$ cat config.mk
export PLATFORM = sky130hd
export DESIGN_NAME = dmem_responder_flat
export DESIGN_NICKNAME = d
export VERILOG_FILES = /design/src/rtl/dmem_responder_if.sv /design/src/rtl/dmem_responder.sv /design/src/flat_wrapper.sv
export SDC_FILE = /design/constraint.sdc
export NUM_CORES = 1
export LEC_CHECK = 0
export CAP_MARGIN = 0
export CORE_MARGIN = 2
export CORE_UTILIZATION = 35
export CTS_CLUSTER_SIZE = 16
export DETAILED_ROUTE_END_ITERATION = 12
export DONT_BUFFER_PORTS = 1
export PLACE_DENSITY_LB_ADDON = 0.15
export SYNTH_ARGS = -nofsm -noshare
export SYNTH_HDL_FRONTEND = slang
export SYNTH_SLANG_ARGS = --single-unit
$ cat constraint.sdc
create_clock -name i_clk -period 3.78 [get_ports i_clk]
set_clock_uncertainty 0.05 [all_clocks]
set_input_delay 0.756 -clock i_clk [delete_from_list [all_inputs] [get_ports i_clk]]
set_output_delay 0.756 -clock i_clk [all_outputs]
set_load 0.02 [all_outputs]
$ cat src/rtl/dmem_responder_if.sv
// Load/store request and single-cycle response bus between the MEM stage
// (master) and the data-memory responder (slave).
interface dmem_responder_if #(
  parameter int DATA_WIDTH = 32,
  parameter int ADDR_WIDTH = 32
);
  logic                    i_req_valid;
  logic                    o_req_ready;
  logic                    i_req_we;
  logic [ADDR_WIDTH-1:0]   i_req_addr;
  logic [DATA_WIDTH-1:0]   i_req_wdata;
  logic [DATA_WIDTH/8-1:0] i_req_be;
  logic                    o_rsp_valid;
  logic [DATA_WIDTH-1:0]   o_rsp_rdata;
  logic                    o_rsp_err;
  logic                    o_busy;

  modport master (
    output i_req_valid, i_req_we, i_req_addr, i_req_wdata, i_req_be,
    input  o_req_ready, o_rsp_valid, o_rsp_rdata, o_rsp_err, o_busy
  );

  modport slave (
    input  i_req_valid, i_req_we, i_req_addr, i_req_wdata, i_req_be,
    output o_req_ready, o_rsp_valid, o_rsp_rdata, o_rsp_err, o_busy
  );
endinterface

$ cat src/rtl/dmem_responder.sv
// Data-memory responder: one request at a time on a word array, answering with a
// one-cycle response strobe RSP_LATENCY cycles after the accept edge.
module dmem_responder #(
  parameter int DATA_WIDTH  = 32,
  parameter int ADDR_WIDTH  = 32,
  parameter int MEM_DEPTH   = 32,
  parameter int RSP_LATENCY = 2
) (
  input  logic            i_clk,
  input  logic            i_reset_n,
  dmem_responder_if.slave bus
);

  localparam int         IDX_W    = $clog2(MEM_DEPTH);
  localparam int         BE_W     = DATA_WIDTH / 8;
  localparam logic [3:0] CNT_LOAD = (RSP_LATENCY > 1) ? 4'(RSP_LATENCY - 2) : 4'd0;

  typedef enum logic [1:0] {
    ST_IDLE = 2'd0,
    ST_WAIT = 2'd1,
    ST_RESP = 2'd2
  } state_t;

  state_t                  state_r;
  logic [3:0]              cnt_r;
  logic [DATA_WIDTH-1:0]   hold_rdata_r;
  logic                    hold_err_r;
  logic                    req_ready_r;
  logic                    busy_r;
  logic                    rsp_valid_r;
  logic [DATA_WIDTH-1:0]   rsp_rdata_r;
  logic                    rsp_err_r;
  logic [DATA_WIDTH-1:0]   mem_r [MEM_DEPTH];

  logic [IDX_W-1:0]        idx_s;
  logic                    addr_err_s;
  logic                    accept_s;
  logic [DATA_WIDTH-1:0]   rd_data_s;

  // Address decode, handshake and the load word captured on the accept edge
  always_comb begin
    idx_s      = bus.i_req_addr[2 +: IDX_W];
    addr_err_s = (bus.i_req_addr >> (IDX_W + 2)) != {ADDR_WIDTH{1'b0}};
    accept_s   = i_reset_n & bus.i_req_valid & req_ready_r;
    if (addr_err_s || bus.i_req_we) begin
      rd_data_s = {DATA_WIDTH{1'b0}};
    end else begin
      rd_data_s = mem_r[idx_s];
    end
  end

  // Byte-lane store on the accept edge; the array is deliberately left out of reset
  always_ff @(posedge i_clk) begin
    if (accept_s && bus.i_req_we && !addr_err_s) begin
      for (int b = 0; b < BE_W; b++) begin
        if (bus.i_req_be[b]) begin
          mem_r[idx_s][8*b +: 8] <= bus.i_req_wdata[8*b +: 8];
        end
      end
    end
  end

  // Request/response sequencer with registered handshake and response outputs
  always_ff @(posedge i_clk) begin
    if (!i_reset_n) begin
      state_r      <= ST_IDLE;
      cnt_r        <= 4'd0;
      hold_rdata_r <= {DATA_WIDTH{1'b0}};
      hold_err_r   <= 1'b0;
      req_ready_r  <= 1'b1;
      busy_r       <= 1'b0;
      rsp_valid_r  <= 1'b0;
      rsp_rdata_r  <= {DATA_WIDTH{1'b0}};
      rsp_err_r    <= 1'b0;
    end else begin
      case (state_r)
        ST_IDLE: begin
          rsp_valid_r <= 1'b0;
          rsp_rdata_r <= {DATA_WIDTH{1'b0}};
          rsp_err_r   <= 1'b0;
          if (accept_s) begin
            req_ready_r  <= 1'b0;
            busy_r       <= 1'b1;
            hold_rdata_r <= rd_data_s;
            hold_err_r   <= addr_err_s;
            // Single-cycle latency skips WAIT and presents the response straight away
            if (RSP_LATENCY == 1) begin
              state_r     <= ST_RESP;
              rsp_valid_r <= 1'b1;
              rsp_rdata_r <= rd_data_s;
              rsp_err_r   <= addr_err_s;
            end else begin
              state_r <= ST_WAIT;
              cnt_r   <= CNT_LOAD;
            end
          end
        end
        ST_WAIT: begin
          if (cnt_r == 4'd0) begin
            state_r     <= ST_RESP;
            rsp_valid_r <= 1'b1;
            rsp_rdata_r <= hold_rdata_r;
            rsp_err_r   <= hold_err_r;
          end else begin
            cnt_r <= cnt_r - 4'd1;
          end
        end
        ST_RESP: begin
          state_r     <= ST_IDLE;
          req_ready_r <= 1'b1;
          busy_r      <= 1'b0;
          rsp_valid_r <= 1'b0;
          rsp_rdata_r <= {DATA_WIDTH{1'b0}};
          rsp_err_r   <= 1'b0;
        end
        default: begin
          state_r     <= ST_IDLE;
          cnt_r       <= 4'd0;
          req_ready_r <= 1'b1;
          busy_r      <= 1'b0;
          rsp_valid_r <= 1'b0;
          rsp_rdata_r <= {DATA_WIDTH{1'b0}};
          rsp_err_r   <= 1'b0;
        end
      endcase
    end
  end

  assign bus.o_req_ready = req_ready_r;
  assign bus.o_busy      = busy_r;
  assign bus.o_rsp_valid = rsp_valid_r;
  assign bus.o_rsp_rdata = rsp_rdata_r;
  assign bus.o_rsp_err   = rsp_err_r;

endmodule

$ cat src/flat_wrapper.sv
// flat-port wrapper written by rule: the top's interface ports become plain ports
module dmem_responder_flat 
#(
  parameter int DATA_WIDTH  = 32,
  parameter int ADDR_WIDTH  = 32,
  parameter int MEM_DEPTH   = 32,
  parameter int RSP_LATENCY = 2
)
  (i_clk, i_reset_n, bus_i_req_valid, bus_i_req_we, bus_i_req_addr, bus_i_req_wdata, bus_i_req_be, bus_o_req_ready, bus_o_rsp_valid, bus_o_rsp_rdata, bus_o_rsp_err, bus_o_busy);
  dmem_responder_if #(.DATA_WIDTH(DATA_WIDTH), .ADDR_WIDTH(ADDR_WIDTH)) bus_i ();
  input  logic i_clk;
  input  logic i_reset_n;
  input wire logic [$bits(bus_i.i_req_valid)-1:0] bus_i_req_valid;
  input wire logic [$bits(bus_i.i_req_we)-1:0] bus_i_req_we;
  input wire logic [$bits(bus_i.i_req_addr)-1:0] bus_i_req_addr;
  input wire logic [$bits(bus_i.i_req_wdata)-1:0] bus_i_req_wdata;
  input wire logic [$bits(bus_i.i_req_be)-1:0] bus_i_req_be;
  output wire logic [$bits(bus_i.o_req_ready)-1:0] bus_o_req_ready;
  output wire logic [$bits(bus_i.o_rsp_valid)-1:0] bus_o_rsp_valid;
  output wire logic [$bits(bus_i.o_rsp_rdata)-1:0] bus_o_rsp_rdata;
  output wire logic [$bits(bus_i.o_rsp_err)-1:0] bus_o_rsp_err;
  output wire logic [$bits(bus_i.o_busy)-1:0] bus_o_busy;
  assign bus_i.i_req_valid = bus_i_req_valid;
  assign bus_i.i_req_we = bus_i_req_we;
  assign bus_i.i_req_addr = bus_i_req_addr;
  assign bus_i.i_req_wdata = bus_i_req_wdata;
  assign bus_i.i_req_be = bus_i_req_be;
  assign bus_o_req_ready = bus_i.o_req_ready;
  assign bus_o_rsp_valid = bus_i.o_rsp_valid;
  assign bus_o_rsp_rdata = bus_i.o_rsp_rdata;
  assign bus_o_rsp_err = bus_i.o_rsp_err;
  assign bus_o_busy = bus_i.o_busy;
  dmem_responder #(.DATA_WIDTH(DATA_WIDTH), .ADDR_WIDTH(ADDR_WIDTH), .MEM_DEPTH(MEM_DEPTH), .RSP_LATENCY(RSP_LATENCY)) u_core (.i_clk(i_clk), .i_reset_n(i_reset_n), .bus(bus_i));
endmodule
==> results.tsv <==
metric	value	unit
Peak VDD IR	371	uV
Final Setup Violations	0	
DR pass1 iterations	6	
R2R setup slack	1.48	ns
cell chain of the critical path	buf_16 -> nor2b_1 -> nand2_1 -> nor2_1 -> buf_4	
worst flop-to-flop path endpoint	u_core.mem_r[29][6]$_DFFE_PP_	
clock slew seen by the registers of the worst setup and hold paths	0.06	ns
clock latency on the worst-skew pair	0.71	ns
TritonCTS Buffers	117	
Nets	2678	
Final ANT Viol Nets	0	
Post-synth EDFFs	1024	
Final Wtd Congestion	0.764	
leakage power figure	15.8	nW
Tcrit/Tclk final	81.7	%
Post-route DRC	0	
crit path buf inv count	2	
asr flop ratio synth	0	%
Worst Min Path Start	bus_i_req_wdata[2]	
Die H	353	um
Hold Path Depth	0	
RSZ-0062 raised after global routing	no	
Pwr Total	0.0258	W
fin. max-slew vios	0	
Tmin final	3.09	ns
Routed wire per std cell	26.5	um
share of post-route cells with drive strength above 1	24.4	%
FF-to-FF path depth	7	
Worst Hold End	u_core.mem_r[11][2]$_DFFE_PP_	
Top Layer Used	met5	
worst r2r src	u_core.bus.o_req_ready$_SDFFE_PN1P_	
sequential-to-total area share from yosys stat	75.5	%
Final Hold Fails	0	
CP max-delay cell	buf_16	
I/O Pins	108	
Synth Flop Type	edfxtp_1	
via count	22362	
cell family with most CP delay	simple AND/OR/NAND/NOR gates	
CTS sink cnt	1099	
Starting Density	35.2	%
Root Buffer	clkbuf_16	
kind of critical path	primary input to register	
initial DRC count	1883	
Data arrival, critical path	3.43	ns
area growth from synthesis to final layout	15.9	%
Post-CTS Resized	0	
Cell variety after synth	51	
Vias/cell	5.16	
CTS Hold Buffers Added	0	
total track usage	18.2	%
setup_tns	0	ns
max-cap violations	0	
initial antenna violation count	4	
worst min-delay path class	primary input to register	
Fillers	11062	
core area	121000	sq um
Worst slew margin	22.7	%
Post-Syn Area	42700	sq um
Multi-input gate area	9760	sq um
wl on met1	49.1	mm
Worst setup EP type	register	
placed instance count	4109	
Core Rows	128	
met3 WL post-DR	6.86	mm
power per cell area	521	nW/um^2
CP Max Fanout	215	
CTS max path bufs	3	
warnings from Yosys	0	
Register Area	32300	sq um
die area	125000	sq um
drt total wl	115	mm
port buffer count	0	
first-pass GRT wire length	164	mm
DPL Wire Length	72.0	mm
Worst-Margin Slew	1.16	ns
total gr overflow	0	
synthesized flop and latch total	1099	
CTS tree	yes	
WL met2	56.3	mm
Post-CTS Setup Repair Bufs	0	
mean area per synthesized cell	17.4	sq um
run status	completed	
Max H-tree Level	3	
crit path launch type	primary input	
Synthesized Nets	2527	
Max stage delay on crit path	0.82	ns
Max Fclk	0.324	GHz
Req. time, crit path	4.12	ns
fin cells	4333	
largest net degree at the start of global routing	522	
Syn Inst Count	2454	
Die X	353	um
vias in the first global route	23096	
-- report_power, final --
part / leakage (nW) / total [W] / internal [W] / switching (W)
logic: 4.03 / 0.000774 / 0.000298 / 0.000476
registers: 9.80 / 0.0133 / 0.0133 / 0.0000112
clock network: 1.96 / 0.0117 / 0.00706 / 0.00465
-- layout by cell type (no fill, tap or decap), types with 85 or more instances in the layout --
cell type     n
a211oi_1    112
buf_4       177
clkbuf_16   121
edfxtp_1   1024
mux2_2      183
mux2i_1     126
nand2_1     144
nor2_1      142
nor2b_1      85
o22ai_1      98
-- kinds of logic after synthesis --
family,Yosys count,synth area share (%)
adder cells (fa/ha/maj),1,0.0293
AND/OR/NAND/NOR,460,5.22
buffers and inverters,153,1.78
AO/OA/AOI/OAI,366,6.17
multiplexers,375,11.3
flip-flops,1099,75.5
-- routing by layer --
metal | global-route usage, % | vias to the layer above
met5 | 0 | -
met4 | 4.34 | 6
met3 | 4.45 | 159
met2 | 30.6 | 554
met1 | 23.9 | 11590
li1 | - | 10053
-- stage by stage --
stage | cell area, sq um | hold slack (ns) | utilization, % | setup WS (ns)
after floorplan | 42700 | 0.375 | - | 0.913
after global placement | 45400 | 0.388 | 37.4 | 0.604
after detailed placement | 45400 | 0.400 | 37.4 | 0.598
after CTS | 49400 | 0.0390 | 40.7 | 1.36
after global routing | 49500 | 0.0392 | 40.8 | 0.772
final | 49500 | 0.0972 | 40.8 | 0.694
-- how the worst max path moves through the flow --
stage	start	endpoint	slack (ns)	cells past startpoint
6_report	bus_i_req_addr[3]	u_core.mem_r[2][20]$_DFFE_PP_	0.69	5
5_1_grt	bus_i_req_addr[3]	u_core.mem_r[2][10]$_DFFE_PP_	0.77	5
4_1_cts	bus_i_req_addr[2]	u_core.hold_rdata_r[17]$_SDFFE_PN0P_	1.36	7
3_5_place_dp	bus_i_req_addr[2]	u_core.hold_rdata_r[17]$_SDFFE_PN0P_	0.60	7
3_3_place_gp	bus_i_req_addr[2]	u_core.hold_rdata_r[26]$_SDFFE_PN0P_	0.60	6
2_1_floorplan	bus_i_req_addr[3]	u_core.mem_r[28][0]$_DFFE_PP_	0.91	8
-- layout make-up --
type,count,area share [%]
diodes,2,0.0101
clock buffers,156,6.69
clock inverters,64,1.35
inverters,3,0.0228
multi-input cells,1202,19.7
flip-flops and latches,1099,65.2
well taps,1625,4.11
repair buffers,182,2.92
-- synthesized netlist by cell type, drive strengths merged (2+ instances only) --
library cell	count	share of area, %
edfxtp	1024	72
mux2	183	4.8
nand2	145	1.3
nor2	143	1.3
mux2i	126	3.0
a211oi	112	2.0
o22ai	98	1.4
nor2b	85	1.2
buf	82	1.2
dfxtp	75	3.5
clkbuf	68	0.60
mux4	66	3.5
a21oi	55	0.64
o31ai	31	0.87
nand3	21	0.25
o221ai	19	0.39
a22oi	18	0.32
o21ai	14	0.16
or4	10	0.18
nor4	9	0.13
a2111oi	8	0.16
nand2b	5	0.073
nand4	5	0.073
nand4bb	5	0.13
nor3	4	0.059
o211ai	4	0.070
or4b	4	0.094
and2	3	0.044
inv	3	0.026
nand4b	3	0.062
nor3b	3	0.053
o22a	3	0.062
or3	3	0.044
a221oi	2	0.041
and3	2	0.029
and3b	2	0.041
nand3b	2	0.035
or3b	2	0.041
-- state kept, by name, indices dropped and copies added, names as in the netlist --
| signal | cells |
|---|---|
| u_core.state_r | 2 |
| u_core.bus.o_rsp_rdata | 32 |
| u_core.hold_err_r | 1 |
| u_core.cnt_r | 4 |
| u_core.bus.o_req_ready | 1 |
| u_core.bus.o_busy | 1 |
| u_core.bus.o_rsp_valid | 1 |
| u_core.bus.o_rsp_err | 1 |
| u_core.hold_rdata_r | 32 |
| u_core.mem_r | 1024 |
-- worst reg2reg max path, cell delays in order, from the launching register on --
cell and delay [ns]:
dfxtp_1 0.49, nand4_1 0.16, nor4_2 0.16, buf_4 0.27
nand2_1 0.09, buf_4 0.26, nor2_1 0.30, buf_4 0.23
(Power assumes the default switching activity.)
